===== src/rtl/ifu_pkg.sv =====
// Shared state encoding and default geometry for the instruction fetch unit.
package ifu_pkg;

  localparam int unsigned DEFAULT_PC_W     = 10;
  localparam int unsigned DEFAULT_RESET_PC = 0;
  localparam int unsigned JUMP_ADDR_W      = 26;
  localparam int unsigned INSTR_W          = 32;

  typedef enum logic [1:0] {
    ST_IDLE  = 2'd0,
    ST_FETCH = 2'd1,
    ST_VALID = 2'd2,
    ST_HALT  = 2'd3
  } ifu_state_t;

endpackage


===== src/rtl/ifu_next_pc.sv =====
// Next fetch address: jump target when redirecting, otherwise sequential pc+1 (wraps at 2^PC_W).
module ifu_next_pc
  import ifu_pkg::*;
#(
  parameter int unsigned PC_W = DEFAULT_PC_W
) (
  input  logic [PC_W-1:0]        pc,
  input  logic                   jump_bool,
  input  logic [JUMP_ADDR_W-1:0] jump_addr,
  output logic [PC_W-1:0]        next_pc
);

  always_comb begin
    next_pc = pc + PC_W'(1);
    if (jump_bool) begin
      next_pc = jump_addr[PC_W-1:0];
    end
  end

  // Upper target bits lie outside the instruction address space.
  generate
    if (PC_W < JUMP_ADDR_W) begin : g_unused_hi
      logic unused_hi;
      assign unused_hi = ^jump_addr[JUMP_ADDR_W-1:PC_W];
    end
  endgenerate

endmodule


===== src/rtl/instruction_fetch_unit.sv =====
// Instruction fetch unit: IDLE/FETCH/VALID/HALT sequencer feeding decode with a valid/ready handshake.
// Optional program-load write port is enabled by defining IFU_PROG_LOAD_EN.
module instruction_fetch_unit
  import ifu_pkg::*;
#(
  parameter int unsigned PC_W     = DEFAULT_PC_W,
  parameter int unsigned RESET_PC = DEFAULT_RESET_PC
) (
  input  logic                   clk,
  input  logic                   reset,
  input  logic                   start,
  input  logic                   halt_req,
  input  logic                   jump_bool,
  input  logic [JUMP_ADDR_W-1:0] jump_addr,
  output logic [PC_W-1:0]        instr_raddr,
  input  logic [INSTR_W-1:0]     instr_rdata,
  output logic [INSTR_W-1:0]     instruction,
  output logic [PC_W-1:0]        pc,
  output logic                   instr_valid,
  input  logic                   instr_ready,
  output logic                   running
`ifdef IFU_PROG_LOAD_EN
  ,
  input  logic                   load_en,
  input  logic [PC_W-1:0]        load_addr,
  input  logic [INSTR_W-1:0]     load_data,
  output logic                   imem_we,
  output logic [PC_W-1:0]        imem_waddr,
  output logic [INSTR_W-1:0]     imem_wdata
`endif
);

  localparam logic [PC_W-1:0] PC_INIT = PC_W'(RESET_PC);

  ifu_state_t      state;
  logic [PC_W-1:0] fetch_pc;
  logic [PC_W-1:0] next_pc;
  logic            go;

  assign go          = start && !halt_req;
  assign instr_raddr = fetch_pc;

  ifu_next_pc #(
    .PC_W (PC_W)
  ) u_next_pc (
    .pc        (pc),
    .jump_bool (jump_bool),
    .jump_addr (jump_addr),
    .next_pc   (next_pc)
  );

  // Priority in FETCH/VALID: halt, then jump, then handshake.
  always_ff @(posedge clk or negedge reset) begin
    if (!reset) begin
      state       <= ST_IDLE;
      fetch_pc    <= PC_INIT;
      pc          <= PC_INIT;
      instruction <= '0;
      instr_valid <= 1'b0;
      running     <= 1'b0;
    end else begin
      case (state)
        ST_IDLE, ST_HALT: begin
          if (go) begin
            state   <= ST_FETCH;
            running <= 1'b1;
          end
        end
        ST_FETCH: begin
          if (halt_req) begin
            state   <= ST_HALT;
            running <= 1'b0;
          end else if (jump_bool) begin
            fetch_pc <= next_pc;
          end else begin
            instruction <= instr_rdata;
            pc          <= fetch_pc;
            instr_valid <= 1'b1;
            state       <= ST_VALID;
          end
        end
        ST_VALID: begin
          if (halt_req) begin
            state       <= ST_HALT;
            instr_valid <= 1'b0;
            running     <= 1'b0;
          end else if (jump_bool || instr_ready) begin
            // next_pc resolves jump-over-handshake priority.
            fetch_pc    <= next_pc;
            instr_valid <= 1'b0;
            state       <= ST_FETCH;
          end
        end
        default: begin
          state       <= ST_IDLE;
          instr_valid <= 1'b0;
          running     <= 1'b0;
        end
      endcase
    end
  end

`ifdef IFU_PROG_LOAD_EN
  logic load_ok;

  assign load_ok = load_en && ((state == ST_IDLE) || (state == ST_HALT));

  always_ff @(posedge clk or negedge reset) begin
    if (!reset) begin
      imem_we    <= 1'b0;
      imem_waddr <= '0;
      imem_wdata <= '0;
    end else begin
      imem_we    <= load_ok;
      imem_waddr <= load_addr;
      imem_wdata <= load_data;
    end
  end
`endif

endmodule


===== config.mk =====
export PLATFORM = sky130hd
export DESIGN_NAME = instruction_fetch_unit
export DESIGN_NICKNAME = d
export VERILOG_FILES = /design/src/rtl/ifu_pkg.sv /design/src/rtl/ifu_next_pc.sv /design/src/rtl/instruction_fetch_unit.sv
export SDC_FILE = /design/constraint.sdc
export NUM_CORES = 1
export LEC_CHECK = 0
export CAP_MARGIN = 40
export CORE_MARGIN = 10
export CORE_UTILIZATION = 40
export CTS_CLUSTER_SIZE = 16
export DETAILED_ROUTE_END_ITERATION = 8
export PLACE_DENSITY = 0.81
export SYNTH_ARGS = -nofsm -noshare
export SYNTH_HDL_FRONTEND = slang
export SYNTH_SLANG_ARGS = --single-unit

===== constraint.sdc =====
create_clock -name clk -period 1.9 [get_ports clk]
set_clock_uncertainty 0.05 [all_clocks]
set_input_delay 0.19 -clock clk [delete_from_list [all_inputs] [get_ports clk]]
set_output_delay 0.19 -clock clk [all_outputs]
set_load 0.02 [all_outputs]

==> results.ini <==
[outcome]
status = finished, final reports clean

[synth]
syn_area_um2 = 2540
synthTopCellsByCount = dfrtp_1 (56), mux2_2 (38), nand2_1 (15)
yosysMostFrequentCell = dfrtp_1
synth_area_leader_cell = dfrtp_1
synth.area.top_cells = dfrtp_1 (55%), mux2_2 (17%), nand2_1 (2.2%)
synth_nets = 261
syn_inst = 194
ys_seq_elements = 56
synthArstFlopShare = 1.00
ys.flop_type = dfrtp_1
synthDistinctLibCells = 40
syn_area_per_cell_um2 = 13.1
synth_warnings = 0
seq_area_frac_synth = 0.551
synth-edff-count = 0
synth_top_area_share = 0.551

[place]
gp_congestion = 0.816
dp_hpwl_mm = 5.19
dp.cells = 371
dpl-instance-area_um2 = 3630
io_buffers = 101

[die]
dieHeight_um = 99.7
fp.dieW_um = 99.7
rows = 28
io_pins = 118
initial_utilization = 0.419
core_area_um2 = 6060
die_area_um2 = 9950

[timing]
fmaxAchievable_mhz = 545
holdWs_ns = 0.356
setup_viol = 0
rsz0062_at_grt = true
final-hold-violation-count = 0
slew_headroom = 0.718
worst_pin_slew_ns = 0.423
fin_crit_sh = 0.965
period_minus_slack_ns = 1.83
finalMaxSlewViolations = 0

[worst_setup_path]
path_buf_inv = 3
crit_family = buffers and inverters
end_kind = register
slowest_delay_ns = 0.39
crit_required_ns = 2.04
crit_path_top_delay_cell = dfrtp_1
arrival_ns = 1.97
critPathMaxFanout = 15
rr_startpoint = state[1]
critPathKind = reg2reg
startpoint = state[1]
startpoint_type = register
cpMostUsedCell = inv_1
worstPathCellList = inv_1 > ha_2 > inv_1 > nor3_4 > buf_4 > mux2_2

[clocking]
post_cts_buffers = 0
cts_made_buffers = 5
clkTransAtPathRegs_ns = 0.09
cts.sinks = 56
ctsRootBufferMaster = clkbuf_8
cts_tree = built
htreeDepth = 2
clockBufferDepth = 2
insertion_delay_ns = 0.29

[final_layout]
fin_area_um2 = 3730
final_cells = 380
antenna_cells = 0
drive_gt1_frac = 0.207
syn2layout_area_growth_pct = 46.9
layout.nets = 371

[global_route]
grt_max_degree = 33
antenna_found_initial = 1
grt_pass1_wl_mm = 10.8
grt_pass1_vias = 2098
grt_usage = 0.130
grt_overflow = 0

[pwr]
total_power_mw = 6.05
leakage_nw = 1.56
powerDensity_nw_per_um2 = 1620
ir_worst_vdd_mv = 0.879

[drt]
vias = 1929
routedWlPerCell_um = 17.2
drc = 0
routed_wl_mm = 6.55
drt_iter0_markers = 57
drt_pass1_iterations = 4
routed_via_density = 5.08
ant_nets = 0

[run]
drv_cap = 0

[worst_hold_path]
min_path_type = in2async

## metrics by stage
| step | setup WS, ns | utilization | setup TNS, ns |
|---|---|---|---|
| after floorplan | 0.157 | - | 0 |
| after global placement | 0.0106 | 0.599 | 0 |
| after detailed placement | -0.0124 | 0.599 | -0.0545 |
| after CTS | 0.0592 | 0.616 | 0 |
| after global routing | -0.0395 | 0.616 | -0.735 |
| final | 0.0662 | 0.616 | 0 |
## routing by layer
metal  up-vias  share of wire  track usage
li1        911              -            -
met1       934           0.39        0.145
met5         -         0.0018            0
met4         2         0.0047       0.0254
met2        76           0.49        0.219
met3         6           0.11       0.0671
## path summary, 6_finish.rpt
path                            slack (ns)         endpoint  cells past startpoint
min in group clk                      0.44  instruction[31]                      2
worst max register to register        0.07   instruction[0]                      6
worst min register to register        0.45  instruction[31]                      1
worst max-delay path                  0.07   instruction[0]                      6
max in group asynchronous             1.09  instruction[23]                      3
worst min-delay path                  0.36            pc[6]                      3
## cell families (layout without fill, tap and decap cells)
family          Yosys count  in the layout  synth area share
mux                      47             47             0.206
xor+xnor                  3              3            0.0103
compound gates           32             32            0.0906
fa+ha+maj                 3              3            0.0148
buf+inv                  16            127            0.0492
simple gates             37             37            0.0783
flops                    56             56             0.551
## flip-flops by register name, indices dropped and copies added, names as in the netlist
signal,flops
instruction,32
instr_raddr,10
pc,10
state,2
instr_valid,1
running,1
## worst min-delay path, delay by kind of cell
family / cells / cell delay [ns]
buffers and inverters: 3 / 0.92
## placed cells by master, fill, tap and decap left out, drive strengths merged, types with 2 or more instances in the layout
cell           synthesis  routed
o21ai                  8       8
mux2i                  5       5
a21oi                  8       8
clkbuf                 4       8
a22o                   3       3
nor3                   3       3
inv                    5       5
ha                     3       3
nand3                  4       4
clkdlybuf4s50          0     100
buf                    7      13
nand2                 15      15
nand2b                 2       2
or3b                   2       2
o21a                   2       2
xnor2                  3       3
mux2                  42      42
nor2                   5       5
dfrtp                 56      56
## power breakdown
| group | internal, mW | switching [mW] | total, mW |
|---|---|---|---|
| logic | 1.70 | 1.52 | 3.22 |
| clock network | 0.298 | 0.354 | 0.652 |
| registers | 1.77 | 0.411 | 2.18 |
## what timing repair did
action,CTS,global route
hold buffers,1,0
pin swaps,0,0
endpoints found under the setup margin,19,41
hold endpoints to repair,56,0
resized for setup,1,0
## area by class of cell
class	count	area [µm²]
Clock buffer	8	90.1
Multi-Input combinational cell	122	1020
Sequential cell	56	1400
Fill cell	497	2330
Inverter	5	18.8
Timing Repair Buffer	114	1110
Tap cell	75	93.8
Note: power is estimated with default switching activity, not from simulation.
